===== src/rtl/mmss_timer_if.sv =====
// Display/button bundle between the mm:ss timer and its environment.
// The master drives the timebase, buttons and mode; the slave returns the BCD count and status.
interface mmss_timer_if;
  logic        second_toggle;
  logic        btn_start;
  logic        btn_clear;
  logic        count_down;
  logic [15:0] preset_bcd;
  logic [15:0] four_hex_out;
  logic        running;
  logic        expired;

  modport master (
    output second_toggle, btn_start, btn_clear, count_down, preset_bcd,
    input  four_hex_out, running, expired
  );

  modport slave (
    input  second_toggle, btn_start, btn_clear, count_down, preset_bcd,
    output four_hex_out, running, expired
  );
endinterface


===== src/rtl/mmss_timer.sv =====
// Minutes:seconds stopwatch / countdown timer producing a {M10,M1,S10,S1} BCD word.
// Timebase is the display driver's once-per-second toggle; two raw buttons are debounced here.
module mmss_timer #(
  parameter int DEBOUNCE_CYCLES = 120000,
  parameter int TOGGLE_SYNC     = 1
) (
  input  logic         clk,
  input  logic         rst,
  mmss_timer_if.slave  bus
);

  typedef enum logic [1:0] {IDLE, RUN, PAUSE, DONE} state_e;

  localparam int             CW       = $clog2(DEBOUNCE_CYCLES + 1);
  localparam logic [CW-1:0]  CNT_LAST = CW'(DEBOUNCE_CYCLES - 1);

  // Digit i of the packed word: 0 = S1, 1 = S10, 2 = M1, 3 = M10.
  function automatic logic [3:0] digit_max(input int i);
    return ((i % 2) != 0) ? 4'd5 : 4'd9;
  endfunction

  function automatic logic [15:0] bcd_inc(input logic [15:0] v);
    logic [3:0][3:0] d;
    logic            carry;
    d     = v;
    carry = 1'b1;
    for (int i = 0; i < 4; i++) begin
      if (carry) begin
        if (d[i] == digit_max(i)) d[i] = 4'd0;
        else begin
          d[i]  = d[i] + 4'd1;
          carry = 1'b0;
        end
      end
    end
    return d;
  endfunction

  function automatic logic [15:0] bcd_dec(input logic [15:0] v);
    logic [3:0][3:0] d;
    logic            borrow;
    d      = v;
    borrow = 1'b1;
    for (int i = 0; i < 4; i++) begin
      if (borrow) begin
        if (d[i] == 4'd0) d[i] = digit_max(i);
        else begin
          d[i]   = d[i] - 4'd1;
          borrow = 1'b0;
        end
      end
    end
    return d;
  endfunction

  function automatic logic [15:0] bcd_clamp(input logic [15:0] v);
    logic [3:0][3:0] d;
    d = v;
    for (int i = 0; i < 4; i++)
      if (d[i] > digit_max(i)) d[i] = digit_max(i);
    return d;
  endfunction

  // ---------------- second timebase ----------------
  logic tog_sync;
  logic tog_hist_q;
  logic sec_tick;

  generate
    if (TOGGLE_SYNC != 0) begin : g_tog_sync
      logic tog_s1_q, tog_s2_q;
      // NOTE: synchronizer flops carry no reset; they only track the input and
      // resetting them would fake an edge when second_toggle is high.
      always_ff @(posedge clk) begin
        tog_s1_q <= bus.second_toggle;
        tog_s2_q <= tog_s1_q;
      end
      assign tog_sync = tog_s2_q;
    end else begin : g_tog_direct
      assign tog_sync = bus.second_toggle;
    end
  endgenerate

  // History follows the synchronized level in and out of reset, so reset never yields a tick.
  always_ff @(posedge clk) tog_hist_q <= tog_sync;

  assign sec_tick = tog_sync ^ tog_hist_q;

  // ---------------- button debounce ----------------
  logic [1:0]    btn_raw;
  logic [1:0]    bs1_q, bs2_q, stable_q, press_q;
  logic [CW-1:0] cnt_q [2];
  logic          start_p, clear_p;

  assign btn_raw = {bus.btn_clear, bus.btn_start};

  always_ff @(posedge clk) begin
    if (rst) begin
      bs1_q    <= '0;
      bs2_q    <= '0;
      stable_q <= '0;
      press_q  <= '0;
      for (int i = 0; i < 2; i++) cnt_q[i] <= '0;
    end else begin
      bs1_q <= btn_raw;
      bs2_q <= bs1_q;
      for (int i = 0; i < 2; i++) begin
        press_q[i] <= 1'b0;
        if (bs2_q[i] == stable_q[i]) begin
          cnt_q[i] <= '0;
        end else if (cnt_q[i] == CNT_LAST) begin
          stable_q[i] <= bs2_q[i];
          press_q[i]  <= bs2_q[i];
          cnt_q[i]    <= '0;
        end else begin
          cnt_q[i] <= cnt_q[i] + 1'b1;
        end
      end
    end
  end

  assign start_p = press_q[0];
  assign clear_p = press_q[1];

  // ---------------- count datapath ----------------
  state_e      state_q;
  logic [15:0] count_q;
  logic        mode_dn_q;
  logic        running_q, expired_q;
  logic [15:0] step_d, load_d;
  logic        step_done;

  always_comb begin
    step_d    = count_q;
    step_done = 1'b0;
    if (mode_dn_q) begin
      if (count_q == 16'h0000) begin
        step_done = 1'b1;
      end else begin
        step_d    = bcd_dec(count_q);
        step_done = (step_d == 16'h0000);
      end
    end else if (count_q == 16'h5959) begin
      step_done = 1'b1;
    end else begin
      step_d = bcd_inc(count_q);
    end
  end

  assign load_d = bus.count_down ? bcd_clamp(bus.preset_bcd) : 16'h0000;

  // ---------------- control FSM ----------------
  always_ff @(posedge clk) begin
    if (rst) begin
      state_q   <= IDLE;
      count_q   <= 16'h0000;
      mode_dn_q <= 1'b0;
      running_q <= 1'b0;
      expired_q <= 1'b0;
    end else begin
      unique case (state_q)
        IDLE: begin
          if (clear_p) begin
            count_q <= load_d;
          end else if (start_p) begin
            if (bus.count_down && count_q == 16'h0000) begin
              state_q   <= DONE;
              expired_q <= 1'b1;
            end else begin
              state_q   <= RUN;
              running_q <= 1'b1;
              mode_dn_q <= bus.count_down;
            end
          end
        end
        RUN: begin
          if (clear_p) begin
            state_q   <= IDLE;
            running_q <= 1'b0;
            count_q   <= load_d;
          end else begin
            if (sec_tick) count_q <= step_d;
            // Reaching the terminal count outranks a simultaneous pause request.
            if (sec_tick && step_done) begin
              state_q   <= DONE;
              running_q <= 1'b0;
              expired_q <= 1'b1;
            end else if (start_p) begin
              state_q   <= PAUSE;
              running_q <= 1'b0;
            end
          end
        end
        PAUSE: begin
          if (clear_p) begin
            state_q <= IDLE;
            count_q <= load_d;
          end else if (start_p) begin
            state_q   <= RUN;
            running_q <= 1'b1;
          end
        end
        DONE: begin
          if (clear_p) begin
            state_q   <= IDLE;
            expired_q <= 1'b0;
            count_q   <= load_d;
          end
        end
        default: state_q <= IDLE;
      endcase
    end
  end

  assign bus.four_hex_out = count_q;
  assign bus.running      = running_q;
  assign bus.expired      = expired_q;

endmodule

===== src/flat_wrapper.sv =====
// flat-port wrapper written by rule: the top's interface ports become plain ports
module mmss_timer_flat 
#(
  parameter int DEBOUNCE_CYCLES = 120000,
  parameter int TOGGLE_SYNC     = 1
)
  (clk, rst, bus_second_toggle, bus_btn_start, bus_btn_clear, bus_count_down, bus_preset_bcd, bus_four_hex_out, bus_running, bus_expired);
  mmss_timer_if bus_i ();
  input  logic clk;
  input  logic rst;
  input wire logic [$bits(bus_i.second_toggle)-1:0] bus_second_toggle;
  input wire logic [$bits(bus_i.btn_start)-1:0] bus_btn_start;
  input wire logic [$bits(bus_i.btn_clear)-1:0] bus_btn_clear;
  input wire logic [$bits(bus_i.count_down)-1:0] bus_count_down;
  input wire logic [$bits(bus_i.preset_bcd)-1:0] bus_preset_bcd;
  output wire logic [$bits(bus_i.four_hex_out)-1:0] bus_four_hex_out;
  output wire logic [$bits(bus_i.running)-1:0] bus_running;
  output wire logic [$bits(bus_i.expired)-1:0] bus_expired;
  assign bus_i.second_toggle = bus_second_toggle;
  assign bus_i.btn_start = bus_btn_start;
  assign bus_i.btn_clear = bus_btn_clear;
  assign bus_i.count_down = bus_count_down;
  assign bus_i.preset_bcd = bus_preset_bcd;
  assign bus_four_hex_out = bus_i.four_hex_out;
  assign bus_running = bus_i.running;
  assign bus_expired = bus_i.expired;
  mmss_timer #(.DEBOUNCE_CYCLES(DEBOUNCE_CYCLES), .TOGGLE_SYNC(TOGGLE_SYNC)) u_core (.clk(clk), .rst(rst), .bus(bus_i));
endmodule

===== config.mk =====
export PLATFORM = sky130hd
export DESIGN_NAME = mmss_timer_flat
export DESIGN_NICKNAME = d
export VERILOG_FILES = /design/src/rtl/mmss_timer_if.sv /design/src/rtl/mmss_timer.sv /design/src/flat_wrapper.sv
export SDC_FILE = /design/constraint.sdc
export NUM_CORES = 1
export LEC_CHECK = 0
export BUFFER_PORTS_ARGS = -buffer_cell sky130_fd_sc_hd__buf_2
export CORE_MARGIN = 4
export CORE_UTILIZATION = 55
export CTS_CLUSTER_SIZE = 8
export DETAILED_ROUTE_END_ITERATION = 6
export PLACE_DENSITY = 0.8
export SYNTH_ARGS = -nofsm -noshare
export SYNTH_HDL_FRONTEND = slang
export SYNTH_SLANG_ARGS = --single-unit

===== constraint.sdc =====
create_clock -name clk -period 4.2 [get_ports clk]
set_input_delay 0.21 -clock clk [delete_from_list [all_inputs] [get_ports clk]]
set_output_delay 0.21 -clock clk [all_outputs]
set_load 0.02 [all_outputs]

* Word-level counts from Yosys, hierarchy flattened
Memory sizes are Yosys's and may differ from the RTL's. Index checks and enable logic that the tools add are counted.
Cells by class: $lt $le $gt $ge 4, bitwise gates (word level) 13, equality and inequality tests 30, reduce and logical (&&, ||, !) cells 24, add/sub/neg operators 10, muxes and demuxes 115
Operators by type and width (count):
- $mux W16 | 7
- $mux W4 | 26
- $mux W17 | 6
- $mux W1 | 63
- $add A17 B1 Y17 const B | 2
- $eq A17 B17 Y1 const B | 2
- $logic_not A16 Y1 | 2
- $pmux W16 S2 | 1
- $reduce_and A5 Y1 | 4
- $mux W2 | 9
- $add A4 B1 Y4 const B | 4
- $eq A16 B15 Y1 const B | 1
- $logic_not A4 Y1 | 4
- $ne A4 B1 Y1 const B | 4
- $sub A4 B1 Y4 const B | 4
- $reduce_and A7 Y1 | 2
- $ne A2 B1 Y1 const B | 6
- $reduce_or A3 Y1 | 3
- $eq A4 B3 Y1 const B | 2
- $eq A4 B4 Y1 const B | 2
- $gt A4 B3 Y1 const B | 2
- $gt A4 B4 Y1 const B | 2
- $ne A2 B2 Y1 const B | 4
- $pmux W2 S4 | 1
- 15 further kinds | 33
Storage, ports and cells: input bits 22, register bits after elaboration 32, output and inout bits 18, logic and storage cells 214, memories 1, memory bits (writable) 34
Memory list:
- u_core.cnt_q | depth 2, bits a word 17, read ports 2, clocked after memory_dff 0, write ports 2, line mmss_timer.sv:92 | logic [CW-1:0] cnt_q [2];

* Logic depth before layout (Yosys ltp)
Gate-level depths: netlist of the first run.
depth after elaboration 20, depth in mapped cells 8

* Least setup slack after synthesis of the first run
OpenSTA, ideal clock, no wires.
kind register to register, start register u_core.count_q[6] (netlist: u_core.bus.four_hex_out[6]), end register u_core.count_q[1] (netlist: u_core.bus.four_hex_out[1]), stages on the path, launching flop included 9, path buffers 3, slack 1.661 ns, data arrival time 2.454 ns, library setup time 0.086 ns, path through dfxtp_1 buf_6 or4_4 or3_1 buf_2 o211a_4 buf_6 or3_4 a211oi_1
On the way: longest elaborated chain between the ends 3
Ends and longest elaborated chain:
- from (decl) | line mmss_timer.sv:127 | logic [15:0] count_q;
- from (signal assigned) | line mmss_timer.sv:164 | count_q <= load_d;
- from (signal assigned) | line mmss_timer.sv:180 | count_q <= load_d;
- from (signal assigned) | line mmss_timer.sv:182 | if (sec_tick) count_q <= step_d;
- $eq A16 B15 Y1 or $logic_not A16 Y1 (tied branches) | line mmss_timer.sv:143, mmss_timer.sv:137
- $ne A4 B2 Y1 (no source line) or $ne A4 B3 Y1 (tied branches)
- $reduce_and A4 Y1 (no source line) *
Mark *: on every way between the ends. The rest lies on a longest branch, timed or not. A chain may end at the register's enable or synchronous reset.

* Worst setup path after layout of the first run
start register u_core.count_q[6] (netlist: u_core.bus.four_hex_out[6]), end register u_core.count_q[7] (netlist: u_core.bus.four_hex_out[7])
On the way: longest elaborated chain between the ends 10
Ends and longest elaborated chain:
- $sub A4 B1 Y4 or $logic_not A4 Y1 (tied branches) | line mmss_timer.sv:48, mmss_timer.sv:46
- $mux W4 | line mmss_timer.sv:46 | if (d[i] == 4'd0) d[i] = digit_max(i);
- $mux W4 | line mmss_timer.sv:45 | if (borrow) begin
- $mux W4 | line mmss_timer.sv:137 | if (count_q == 16'h0000) begin
- $mux W4 | line mmss_timer.sv:136 | if (mode_dn_q) begin
- $mux W16 | line mmss_timer.sv:137
- $mux W16 | line mmss_timer.sv:136
- $mux W16 | line mmss_timer.sv:182
- $mux W16 | line mmss_timer.sv:177 | if (clear_p) begin
- $pmux W16 S2 | line mmss_timer.sv:161 | unique case (state_q)
Parallel ways exist; a longest one is shown, timed or not. The select of a mux whose other input is x is not followed.

==> impl_metrics.yaml, run 1 <==
status:
  status: "complete, no violations"
global_route:
  antenna_found_initial: 0
  first_global_vias: 3413
  grtUsageTotal: 0.232
  grt-ovfl-total: 0
  grt_pass1_wl_um: 16400
  grt_max_degree: 34
route:
  ant_nets: 0
  viasPerCell: 5.88
  vias: 3682
  detail_route.wl_per_cell_um: 15.7
  wl_um: 9840
  drc: 0
  first_pass_iters: 5
  drtIter0Drc: 250
cts:
  worstSkewPairLatency_ns: 0.35
  cts-resized-gates: 0
  clockRootBuffer: "clkbuf_8"
  numClockSinks: 66
  htree_levels: 3
  cts_buffers: 9
  cts.clk_slew.worst_paths_ns: 0.08
  cts_tree: "yes"
  clk_path_buf_depth: 2
sta:
  grt_setup_unrepaired: "no"
  relSlewSlack: 0.291
  fin_skew_ns: 0.0124
  hold_viol: 0
  setup_tns_ns: 0
  timing.fmax_ghz: 0.381
  worst_pin_slew_ns: 1.06
  post-route-min-period_ns: 2.62
  post-route-period-util: 0.625
  setup_viol: 0
  drv_slew: 0
die:
  core_region_area_sq_um: 7290
  die-area_sq_um: 8990
  die_w_um: 94.8
  io_pins: 40
  rows: 31
  die_h_um: 94.8
  initial_core_util: 0.568
setup_path:
  cp.required_ns: 4.43
  crit_path_end_kind: "register"
  crit_slowest_cell: "or4_4"
  crit_chain: "or4_4, or3_1, o211a_4, nor3_2, mux2_2"
  worstPathArrival_ns: 2.86
  path_max_fanout: 12
  path_delay_family: "simple AND/OR/NAND/NOR gates"
  worst_setup_path_start_kind: "register"
  worst-path-buf-inv: 0
  max_stage_delay_ns: 0.59
  crit_type: "reg2reg"
synthesis:
  synth_edf_count: 34
  async_reset_ff_frac: 0
  ys_ff_latch: 66
  yosysTopAreaCellShare: 0.246
  synthCells: 466
  ys.warnings.count: 0
  netlist_area_sq_um: 4140
  yosys.area_share.simple: 0.290
  synth_top_family_by_area: "simple AND/OR/NAND/NOR gates"
  yosys.area_share.adder: 0.00604
  synth_xor_area_frac: 0.0845
  seq_area_frac_synth: 0.401
  synthMuxAreaShare: 0.0226
  syn_avg_cell_area_sq_um: 8.89
  synth.area.top_cells: "edfxtp_1 (25%), dfxtp_1 (15%), nor2_1 (5.3%)"
  synth-main-ff-cell: "edfxtp_1"
  synth_top_area_cell: "edfxtp_1"
  synth.distinct_cells: 69
  synth_compound_area_frac: 0.156
final_layout:
  area_growth_pct: 12.5
  fin_area_sq_um: 4660
  final_nets: 546
  drive_above_1_share: 0.135
  antenna_cells: 0
placement:
  placed_area_sq_um: 4470
  io_buffers: 39
  dp_hpwl_um: 7000
  gp_congestion: 0.940
power:
  p_leak_nw: 1.77
  power-per-cell-area_nw_per_um2: 275
  vdd_ir_drop_max_mv: 0.251
flow_run:
  cap_violations: 0
hold_path:
  hp-class: "in2reg"
registers in the layout, indices dropped and copies added (netlist names), 2 cells and up:
signal                   flops
u_core.stable_q              2
u_core.cnt_q                34
u_core.bs1_q                 2
u_core.state_q               2
u_core.bus.four_hex_out     16
u_core.bs2_q                 2
u_core.press_q               2
Yosys cell counts, types with 3 or more instances:
master and instances:
nand3_1 23, nor4bb_1 5, mux2i_1 6, o22ai_1 4, and4_1 3, xnor2_1 23
or2_2 3, nand4_1 8, nand2b_1 12, xor2_1 17, or4_1 4, or3_1 5
and3_1 5, a21oi_1 10, and2_1 4, or3b_2 3, nor2_1 58, nor3_1 11
nor2b_1 14, edfxtp_1 34, a41oi_1 3, nor3b_1 4, dfxtp_1 32, o21ai_0 20
clkbuf_1 24, nand2_1 28, o31ai_1 4, nor4_1 14, mux2_2 3, a211oi_1 8
inv_1 9, o21a_1 4, nand3b_1 5, a31oi_1 6, o2bb2ai_1 3
worst paths after layout:
path / cells after the start / startpoint / end / slack (ns)
max: 5 / u_core.bus.four_hex_out[6] / u_core.bus.four_hex_out[7] / 1.58
min reg2reg: 0 / u_core.g_tog_sync.tog_s1_q / u_core.g_tog_sync.tog_s2_q / 0.33
max reg2reg: 5 / u_core.bus.four_hex_out[6] / u_core.bus.four_hex_out[7] / 1.58
min: 2 / bus_btn_start / u_core.bs1_q[0] / 0.08
final cells by class:
type	count	area, sq um
multi-input combinational	394	2440
inverter	10	37.5
timing repair buffer	41	213
tap	99	124
clock inverter	2	11.3
sequential	66	1660
fill	658	2630
clock buffer	14	173
repair_timing:
action | CTS | global route
hold buffers | 1 | 0
setup endpoints to repair | 0 | 0
hold endpoints to repair | 1 | 0
buffers inserted | 0 | 0
power by group:
group | leakage, nW | switching (mW) | internal [mW]
Clock | 0.0970 | 0.242 | 0.263
Combinational | 1.07 | 0.0398 | 0.0279
Sequential | 0.610 | 0.0170 | 0.694
Total | 1.77 | 0.299 | 0.985
metal layers:
layer  wire, um  global-route usage
met4        172              0.0974
met2       4580               0.357
met1       4430               0.311
met5          0                   0
met3        656              0.0558
per-stage QoR:
step           setup WS, ns   util  power (mW)  hold WS [ns]  cells
2_1_floorplan          1.66      -       0.765         0.238    499
3_3_place_gp           1.68  0.613       0.787         0.317    609
3_5_place_dp           1.62  0.613       0.790         0.317    609
4_1_cts                1.59  0.639        1.30        0.0570    626
5_1_grt                1.42  0.639        1.34        0.0651    626
6_report               1.58  0.639        1.28        0.0781    626
placed cells by master (no fill, tap or decap), types with 6 or more instances in the layout:
| master | Yosys | routed |
|---|---|---|
| nor2_1 | 58 | 58 |
| buf_2 | 2 | 39 |
| edfxtp_1 | 34 | 34 |
| conb_1 | 1 | 34 |
| dfxtp_1 | 32 | 32 |
| nand2_1 | 28 | 28 |
| nand3_1 | 23 | 23 |
| xnor2_1 | 23 | 23 |
| o21ai_0 | 20 | 20 |
| xor2_1 | 17 | 17 |
| nor4_1 | 14 | 14 |
| nor2b_1 | 14 | 14 |
| nand2b_1 | 12 | 12 |
| clkbuf_8 | 0 | 12 |
| nor3_1 | 11 | 11 |
| a21oi_1 | 10 | 10 |
| inv_1 | 9 | 9 |
| nand4_1 | 8 | 8 |
| a211oi_1 | 8 | 8 |
| a31oi_1 | 6 | 6 |
| mux2i_1 | 6 | 6 |
cells by family after synthesis:
family          after synthesis
mux                           9
fa+ha+maj                     2
compound gates               90
flops                        66
simple gates                219
other cells                   1
xor+xnor                     40
buf+inv                      39
(Power assumes the default switching activity.)
==> run 2, diff against run 1 <==
Settings changed: ABC_AREA set to 1.
Clock period 4.2 ns to 2.6 ns, I/O delays scaled along.
==> impl_metrics.yaml, run 2 <==
status:
  status: "complete, no violations"
synthesis:
  synth_xor_area_frac: 0.0257
  seq_area_frac_synth: 0.407
  yosys.area_share.adder: 0.00613
  async_reset_ff_frac: 0
  synth-main-ff-cell: "edfxtp_1"
  yosysTopAreaCellShare: 0.250
  synth_common_cells: "nand2_1 (86), inv_1 (68), nor2_1 (65), a21oi_1 (44), nand3_1 (41)"
  synth_edf_count: 34
  synth.area.top_cells: "edfxtp_1 (25%), dfxtp_1 (16%), nand2_1 (7.9%)"
  synthMuxAreaShare: 0
  netlist_area_sq_um: 4080
  synthCells: 541
  yosysMostFrequentCell: "nand2_1"
  ys.warnings.count: 0
  ys_ff_latch: 66
  yosys.area_share.simple: 0.311
  synth_top_family_by_area: "simple AND/OR/NAND/NOR gates"
  synth_top_area_cell: "edfxtp_1"
  synth_compound_area_frac: 0.165
  syn_avg_cell_area_sq_um: 7.55
  synth.distinct_cells: 46
route:
  viasPerCell: 5.33
  dr_wl_met2_um: 4440
  drtIter0Drc: 253
  m1WireLength_um: 4140
  ant_nets: 0
  detail_route.wl_per_cell_um: 12.8
  vias: 3879
  drc: 0
  wl_met3_um: 548
  top_layer: "met4"
  wl_um: 9300
  first_pass_iters: 5
final_layout:
  final_nets: 648
  drive_above_1_share: 0.167
  utilization: 0.660
  regMostFlops: "u_core.cnt_q"
  fin_area_sq_um: 4760
  antenna_cells: 0
  final_cell_mix: "nand2_1 (86), inv_1 (68), nor2_1 (65)"
  final_common_cell: "nand2_1"
  largest_reg_flops: 34
  area_growth_pct: 16.5
  fillers: 636
setup_path:
  path_max_fanout: 10
  worstPathArrival_ns: 2.37
  crit_top_cell: "nand2_1"
  crit_type: "reg2reg"
  crit_path_end_kind: "register"
  crit_chain: "ha_1, nand2_1, nor2_1, inv_1, nor2_1, nand2_1, inv_2, nand2_1, nor4_2, nor2_1, nand2_1, buf_4, nor3b_1"
  crit_slowest_cell: "edfxtp_1"
  cp.required_ns: 2.70
  max_stage_delay_ns: 0.40
  worst_setup_path_start_kind: "register"
die:
  core_region_area_sq_um: 7210
  die_w_um: 94.2
  io_pins: 40
  initial_core_util: 0.566
  rows: 31
  die-area_sq_um: 8870
  die_h_um: 94.2
placement:
  io_buffers: 39
  placed_area_sq_um: 4510
  gp_congestion: 0.961
  dp_hpwl_um: 6790
cts:
  cts_buffers: 9
  clockRootBuffer: "clkbuf_8"
  clk_path_buf_depth: 2
  post_cts_buffers: 0
  ctsHoldBuffers: 3
  htree_levels: 3
  cts.clk_slew.worst_paths_ns: 0.08
  worstSkewPairLatency_ns: 0.34
  cts_tree: "yes"
  cts-resized-gates: 0
  numClockSinks: 66
sta:
  worst_pin_slew_ns: 0.606
  hold_viol: 0
  post-route-period-util: 0.875
  setup_viol: 0
  setup_tns_ns: 0
  fin_skew_ns: 0.00847
  post-route-min-period_ns: 2.27
  drv_slew: 0
  relSlewSlack: 0.595
  timing.fmax_ghz: 0.440
  grt_setup_unrepaired: "no"
power:
  power-per-cell-area_nw_per_um2: 750
  vdd_ir_drop_max_mv: 0.306
  p_leak_nw: 2.04
hold_path:
  hp-class: "in2reg"
flow_run:
  cap_violations: 0
global_route:
  antenna_found_initial: 0
  grtUsageTotal: 0.224
  grt-ovfl-total: 0
  first_global_vias: 3545
  grt_pass1_wl_um: 16100
  grt_max_degree: 23
==> run 2: cell count changes in the layout (fill, tap and decap cells not counted), sizes merged, moves of 12 or more <==
cell	previous run	this run
nand2	28	101
a21oi	10	46
o21ai	20	48
nor2b	14	0
inv	11	76
xnor2	23	4
nor2	58	79
nand3	23	42
nand2b	12	0
==> run 2: final timing paths <==
path | from | endpoint | slack, ns | cells after the start
worst max-delay path | u_core.cnt_q[0][0] | u_core.cnt_q[0][3] | 0.33 | 13
worst min-delay path | rst | u_core.stable_q[1] | 0.07 | 2
worst max register to register | u_core.cnt_q[0][0] | u_core.cnt_q[0][3] | 0.33 | 13
worst min register to register | u_core.g_tog_sync.tog_s1_q | u_core.g_tog_sync.tog_s2_q | 0.36 | 0
==> run 2: logic make-up after synthesis <==
group	Yosys count
simple gates	259
fa+ha+maj	2
compound gates	116
xor+xnor	12
buf+inv	85
other cells	1
flops	66
==> run 2: final cells by class <==
| class | instances | area (sq um) | share of cell area |
|---|---|---|---|
| Tap cell | 99 | 124 | 0.0260 |
| Timing Repair Buffer | 47 | 263 | 0.0552 |
| Clock inverter | 4 | 48.8 | 0.0103 |
| Multi-Input combinational cell | 423 | 2200 | 0.463 |
| Clock buffer | 12 | 166 | 0.0350 |
| Sequential cell | 66 | 1660 | 0.349 |
| Inverter | 77 | 292 | 0.0613 |
==> run 2: report_power, final <==
| group | internal, mW | switching, mW | total (mW) |
|---|---|---|---|
| Sequential | 1.19 | 0.121 | 1.31 |
| Combinational | 0.435 | 0.889 | 1.32 |
| Clock | 0.527 | 0.412 | 0.939 |
| Total | 2.15 | 1.42 | 3.57 |
==> run 2: critical path, delay by kind of cell, from the launching register on <==
kind                     cells  cell delay [ns]
AND/OR/NAND/NOR              9             1.08
buffers and inverters        3             0.37
adder cells (fa/ha/maj)      1             0.19
flip-flops                   1             0.40
==> run 2: per-layer routing <==
layer,vias up,GRT usage
li1,1957,-
met1,1774,0.298
met2,128,0.367
met3,20,0.0393
met4,0,0.0734
met5,-,0
==> run 2: through the flow <==
stage / instances / hold WS [ns] / power [mW] / setup slack, ns
after floorplan: 574 / 0.158 / 2.33 / 0.642
after global placement: 709 / 0.236 / 2.60 / 0.449
after detailed placement: 709 / 0.238 / 2.63 / 0.348
after CTS: 728 / 0.0718 / 3.56 / 0.320
after global routing: 728 / 0.0994 / 3.79 / 0.0386
final: 728 / 0.0715 / 3.57 / 0.326
